File: config.mk
export PLATFORM = sky130hd
export DESIGN_NAME = cpu_controller
export DESIGN_NICKNAME = d
export VERILOG_FILES = /design/src/rtl/cpu_pkg.sv /design/src/rtl/cpu_controller_instr_decoder.sv /design/src/rtl/vDFFE.sv /design/src/rtl/cpu_controller.sv
export SDC_FILE = /design/constraint.sdc
export NUM_CORES = 1
export LEC_CHECK = 0
export BUFFER_PORTS_ARGS = -buffer_cell sky130_fd_sc_hd__buf_2
export CORE_ASPECT_RATIO = 1.25
export CORE_MARGIN = 8
export CORE_UTILIZATION = 39
export CTS_CLUSTER_DIAMETER = 200
export DETAILED_ROUTE_END_ITERATION = 8
export PLACE_DENSITY = 0.74
export SYNTH_ARGS = -nofsm -noshare
export SYNTH_HDL_FRONTEND = slang
export SYNTH_SLANG_ARGS = --single-unit
File: constraint.sdc
create_clock -name clk -period 1.55 [get_ports clk]
set_input_delay 0.31 -clock clk [delete_from_list [all_inputs] [get_ports clk]]
set_output_delay 0.31 -clock clk [all_outputs]
set_load 0.005 [all_outputs]
File: src/rtl/cpu_pkg.sv
// Shared types and constants for the CPU control path: FSM states, opcode/op
// encodings, ALU and write-back selects, and register-number select helpers.
package cpu_pkg;

  typedef enum logic [2:0] {
    S_WAIT,
    S_DECODE,
    S_WRITE_IMM,
    S_GET_A,
    S_GET_B,
    S_ALU,
    S_WRITE_REG
  } state_t;

  localparam logic [2:0] OPC_MOV = 3'b110;
  localparam logic [2:0] OPC_ALU = 3'b101;

  localparam logic [1:0] OP_MOV_REG = 2'b00;
  localparam logic [1:0] OP_MOV_IMM = 2'b10;

  localparam logic [1:0] ALU_ADD = 2'b00;
  localparam logic [1:0] ALU_SUB = 2'b01;
  localparam logic [1:0] ALU_AND = 2'b10;
  localparam logic [1:0] ALU_MVN = 2'b11;

  localparam logic [1:0] VSEL_C     = 2'b00;
  localparam logic [1:0] VSEL_PC    = 2'b01;
  localparam logic [1:0] VSEL_IMM8  = 2'b10;
  localparam logic [1:0] VSEL_MDATA = 2'b11;

  // One-hot register-field selects; all-zero yields register number 0.
  localparam logic [2:0] NSEL_NONE = 3'b000;
  localparam logic [2:0] NSEL_RN   = 3'b100;
  localparam logic [2:0] NSEL_RD   = 3'b010;
  localparam logic [2:0] NSEL_RM   = 3'b001;

  function automatic logic [2:0] reg_sel(input logic [2:0] nsel,
                                         input logic [2:0] rn,
                                         input logic [2:0] rd,
                                         input logic [2:0] rm);
    return ({3{nsel[2]}} & rn) | ({3{nsel[1]}} & rd) | ({3{nsel[0]}} & rm);
  endfunction

endpackage

File: src/rtl/cpu_controller_instr_decoder.sv
// Combinational instruction decoder: splits the IR into fields, muxes register
// numbers by one-hot selects and sign-extends the immediates.
module instr_decoder
  import cpu_pkg::*;
(
  input  logic [15:0] i_ir,
  input  logic [2:0]  i_rsel,
  input  logic [2:0]  i_wsel,
  output logic [2:0]  o_opcode,
  output logic [1:0]  o_op,
  output logic [2:0]  o_readnum,
  output logic [2:0]  o_writenum,
  output logic [1:0]  o_shift,
  output logic [15:0] o_sximm5,
  output logic [15:0] o_sximm8
);

  logic [2:0] w_rn;
  logic [2:0] w_rd;
  logic [2:0] w_rm;

  assign o_opcode = i_ir[15:13];
  assign o_op     = i_ir[12:11];
  assign w_rn     = i_ir[10:8];
  assign w_rd     = i_ir[7:5];
  assign o_shift  = i_ir[4:3];
  assign w_rm     = i_ir[2:0];

  assign o_readnum  = reg_sel(i_rsel, w_rn, w_rd, w_rm);
  assign o_writenum = reg_sel(i_wsel, w_rn, w_rd, w_rm);

  assign o_sximm5 = {{11{i_ir[4]}}, i_ir[4:0]};
  assign o_sximm8 = {{8{i_ir[7]}}, i_ir[7:0]};

endmodule

File: src/rtl/vDFFE.sv
// Load-enabled register with asynchronous active-high clear.
module vDFFE #(
  parameter int n = 1
) (
  input  logic         clk,
  input  logic         rst,
  input  logic         en,
  input  logic [n-1:0] in,
  output logic [n-1:0] out
);

  always_ff @(posedge clk or posedge rst) begin
    if (rst)     out <= '0;
    else if (en) out <= in;
  end

endmodule

File: src/rtl/cpu_controller.sv
// Instruction register, decoder and Moore control FSM driving the datapath.
// Outputs depend only on the current state and the latched instruction.
module cpu_controller
  import cpu_pkg::*;
(
  input  logic        clk,
  input  logic        reset,
  input  logic        s,
  input  logic        load,
  input  logic [15:0] in,
  output logic        w,
  output logic [1:0]  vsel,
  output logic        write,
  output logic        loada,
  output logic        loadb,
  output logic        loadc,
  output logic        loads,
  output logic        asel,
  output logic        bsel,
  output logic [1:0]  shift,
  output logic [1:0]  ALUop,
  output logic [2:0]  readnum,
  output logic [2:0]  writenum,
  output logic [15:0] sximm5,
  output logic [15:0] sximm8
);

  state_t      r_state;
  logic [15:0] w_ir;
  logic        w_ir_en;
  logic [2:0]  w_opcode;
  logic [1:0]  w_op;
  logic [2:0]  w_rsel;
  logic [2:0]  w_wsel;
  logic        w_is_movimm;
  logic        w_is_movreg;
  logic        w_is_alu;
  logic        w_is_cmp;
  logic        w_is_mvn;

  assign w       = (r_state == S_WAIT);
  assign w_ir_en = load & w;
  assign bsel    = 1'b0;

  vDFFE #(.n(16)) u_ir (
    .clk (clk),
    .rst (reset),
    .en  (w_ir_en),
    .in  (in),
    .out (w_ir)
  );

  instr_decoder u_dec (
    .i_ir       (w_ir),
    .i_rsel     (w_rsel),
    .i_wsel     (w_wsel),
    .o_opcode   (w_opcode),
    .o_op       (w_op),
    .o_readnum  (readnum),
    .o_writenum (writenum),
    .o_shift    (shift),
    .o_sximm5   (sximm5),
    .o_sximm8   (sximm8)
  );

  assign w_is_movimm = (w_opcode == OPC_MOV) && (w_op == OP_MOV_IMM);
  assign w_is_movreg = (w_opcode == OPC_MOV) && (w_op == OP_MOV_REG);
  assign w_is_alu    = (w_opcode == OPC_ALU);
  assign w_is_cmp    = w_is_alu && (w_op == ALU_SUB);
  assign w_is_mvn    = w_is_alu && (w_op == ALU_MVN);

  // DECODE sees the IR written on the same edge that left WAIT.
  always_ff @(posedge clk or posedge reset) begin
    if (reset) begin
      r_state <= S_WAIT;
    end else begin
      case (r_state)
        S_WAIT:      if (s) r_state <= S_DECODE;
        S_DECODE: begin
          if (w_is_movimm)                r_state <= S_WRITE_IMM;
          else if (w_is_movreg || w_is_mvn) r_state <= S_GET_B;
          else if (w_is_alu)              r_state <= S_GET_A;
          else                            r_state <= S_WAIT;
        end
        S_WRITE_IMM: r_state <= S_WAIT;
        S_GET_A:     r_state <= S_GET_B;
        S_GET_B:     r_state <= S_ALU;
        S_ALU:       r_state <= w_is_cmp ? S_WAIT : S_WRITE_REG;
        S_WRITE_REG: r_state <= S_WAIT;
        default:     r_state <= S_WAIT;
      endcase
    end
  end

  always_comb begin
    vsel   = VSEL_C;
    write  = 1'b0;
    loada  = 1'b0;
    loadb  = 1'b0;
    loadc  = 1'b0;
    loads  = 1'b0;
    asel   = 1'b0;
    ALUop  = ALU_ADD;
    w_rsel = NSEL_NONE;
    w_wsel = NSEL_NONE;
    case (r_state)
      S_WRITE_IMM: begin
        write  = 1'b1;
        vsel   = VSEL_IMM8;
        w_wsel = NSEL_RN;
      end
      S_GET_A: begin
        loada  = 1'b1;
        w_rsel = NSEL_RN;
      end
      S_GET_B: begin
        loadb  = 1'b1;
        w_rsel = NSEL_RM;
      end
      S_ALU: begin
        ALUop = w_is_alu ? w_op : ALU_ADD;
        asel  = w_is_movreg || w_is_mvn;
        loads = w_is_cmp;
        loadc = !w_is_cmp;
      end
      S_WRITE_REG: begin
        write  = 1'b1;
        vsel   = VSEL_C;
        w_wsel = NSEL_RD;
      end
      default: ;
    endcase
  end

endmodule

==> impl_metrics.yaml <==
outcome:
  status: "complete, but fails checks"
  violations: "setup timing"
clock_network:
  cts_tree: "done"
  numCtsBuffers: 3
  cts_buffer_depth: 2
  cts.clk_slew.worst_paths_ns: 0.08
  cts_htree_levels: 1
  root_buffer: "clkbuf_8"
  clkLatencyLatePin_ns: 0.26
  clock_sinks: 19
placement:
  hpwl_um: 2410
  portBuffers: 69
  place_inst: 201
  place.gp.congestion: 0.792
final_layout:
  area_growth_pct: 25.7
  n_antenna_cell: 0
  final_util_pct: 49.9
  instances_no_fill: 217
  drive_gt1_share_pct: 69.1
  ff_latch_area_um2: 483
  final_nets: 199
  multi_input_area_um2: 579
  fillerInstances: 327
logic_synthesis:
  ys_warn_count: 0
  yosysUniqueCellTypes: 35
  ys_seq_area_share_pct: 35.0
  synth_top_area_share_pct: 35.0
  synth_area_leaders: "dfrtp_1, buf_4, mux2_4, mux2_2, mux2i_1"
  synth_top_cell_by_area: "dfrtp_1"
  postSynthCellCount: 127
  ys.flop_type: "dfrtp_1"
  synth_edf_count: 0
  syn-mean-instance-area_um2: 10.7
  syn_area_um2: 1360
  synthArstFlopShare_pct: 100
  yosys_register_bits: 19
floorplan:
  rows: 24
  num_io_pins: 72
  coreArea_um2: 3420
  die_h_um: 82.0
  initial_core_util_pct: 39.7
  die_width_um: 68.8
  design.die.area_um2: 5640
setup_path:
  critPathCaptureType: "output port"
  cp_data_arrival_time_ns: 1.33
  path_class: "flip-flop to output port"
  crit_required_ns: 1.24
  crit_path_start_kind: "flip-flop"
  crit_fanout: 5
pwr:
  pwr-share-comb_pct: 59.7
  power_density_nw_per_um2: 2130
  clock_power_share_pct: 9.9
  peakVddDrop_mv: 1.11
  swShare_pct: 37.3
  net-switching-power_uw: 1360
  seq_power_share_pct: 30.4
  p_leak_uw: 0.000891
  p_int_uw: 2280
timing:
  rsz0062_at_grt: "true"
  clock_skew_ns: 0.00269
  hold_violations: 0
  fmax_ghz: 0.609
  final_max_slew_viol_count: 0
  min_period_over_period_pct: 106
  fin_crit_ns: 1.64
  setup_viol: 16
  worst_slack_ns: -0.0924
  tns_ns: -0.545
global_route:
  track_usage_pct: 10.8
  grt_pass1_vias: 978
  grt_max_degree: 20
  grt_overflow_total: 0
  grt_pass1_wl_um: 4650
  antenna_found_initial: 0
drt:
  drtIter0Drc: 19
  avgRoutedWirePerCell_um: 15.0
  ant_nets: 0
  vias: 1028
  dr.pass1.iters: 3
  wl_um: 3250
  via_per_inst: 4.74
  drc: 0
job:
  drv_cap: 0
min_path:
  hold_path.class: "input pin to asynchronous set/reset pin"
[cells in the final DEF (no fill, tap or decap), types with 2 or more instances in the layout]
cell type and n:
mux2_2 5, clkbuf_8 3, mux2i_1 3, buf_2 68, nor2_1 7, nand3b_1 2
conb_1 2, and2_1 2, inv_1 2, dfrtp_1 13, buf_6 7, mux2_4 11
dfrtp_2 6, a21oi_1 2, a22o_1 3, nand2_1 4, nor3b_4 2, buf_4 14
[final timing paths]
check                             from           end  slack, ns  cells past startpoint
setup / recovery            r_state[1]      ALUop[0]      -0.09                      4
hold / removal                   reset    r_state[0]       0.06                      3
setup reg to reg            r_state[0]  u_ir.out[15]      -0.02                      5
hold reg to reg            u_ir.out[5]   u_ir.out[5]       0.55                      1
max in group asynchronous        reset  u_ir.out[15]       1.27                      3
min in group clk                in[11]  u_ir.out[11]       0.28                      2
[cell families after synthesis]
| family | Yosys count | share of synthesized area (%) |
|---|---|---|
| and+or+nand+nor | 31 | 14.6 |
| other | 1 | 0.276 |
| muxes | 19 | 18.2 |
| AOI/OAI and AO/OA | 11 | 5.71 |
| DFF | 19 | 35.0 |
| buffers and inverters | 46 | 26.2 |
[sequential cells by signal, summed over array words and instances (netlist names)]
| signal | flops |
|---|---|
| r_state | 3 |
| u_ir.out | 16 |
[synth_stat cells (2+ instances only)]
cell / n
and2_1: 2
nand2_1: 4
clkbuf_1: 2
a21oi_1: 2
mux2i_1: 3
buf_6: 2
nor2_1: 7
and3b_1: 2
a22o_1: 3
nand2b_1: 2
nand3b_1: 2
mux2_4: 10
nor4_1: 2
dfrtp_1: 19
buf_4: 37
mux2_2: 6
nor3b_1: 3
inv_1: 2
[per-stage QoR]
| stage | hold slack (ns) | cell area, µm² | power [µW] | setup WS, ns |
|---|---|---|---|---|
| 2_1_floorplan | 0.261 | 1360 | 2770 | 0.0621 |
| 5_1_grt | 0.0836 | 1710 | 3890 | -0.175 |
| 3_3_place_gp | 0.345 | 1480 | 2830 | 0.0629 |
| 6_report | 0.0554 | 1710 | 3640 | -0.0924 |
| 3_5_place_dp | 0.344 | 1480 | 2860 | 0.0509 |
| 4_1_cts | 0.0726 | 1610 | 3390 | -0.0948 |
[power by group through the flow]
stage | Clock [µW] | Sequential (µW) | Combinational, µW
6_report | 359 | 1110 | 2170
5_1_grt | 381 | 1160 | 2360
4_1_cts | 355 | 1100 | 1930
3_5_place_dp | 0 | 1090 | 1770
3_3_place_gp | 0 | 1070 | 1750
2_1_floorplan | 0 | 962 | 1810
[layout make-up]
cell class	count	share of cell area (%)
clock buffer	4	2.64
timing repair buffer	90	31.9
tap	39	2.86
multi-input combinational	63	33.9
sequential	19	28.3
inverter	2	0.440
[critical path, cell delays in order, from the launching register on]
cell      delay (ns)
dfrtp_2         0.45
nand3b_1        0.24
nor2b_1         0.15
and2_1          0.12
buf_2           0.10
[metal layers]
metal  vias up  wire [µm]  track usage [%]
met2        35       1780             19.9
met4         0         59             4.83
met5         -          0                0
met1       494       1140             11.4
met3         5        271             2.05
li1        494          -                -
[repair_timing]
| item | 4_1_cts | 5_1_grt |
|---|---|---|
| pin swaps | 6 | 6 |
| buffers inserted | 6 | 7 |
| setup endpoints to repair | 11 | 29 |
| cloned | 0 | 0 |
| gates resized for setup | 13 | 10 |
| hold buffers | 0 | 0 |
Note: power is estimated with default switching activity, not from simulation.
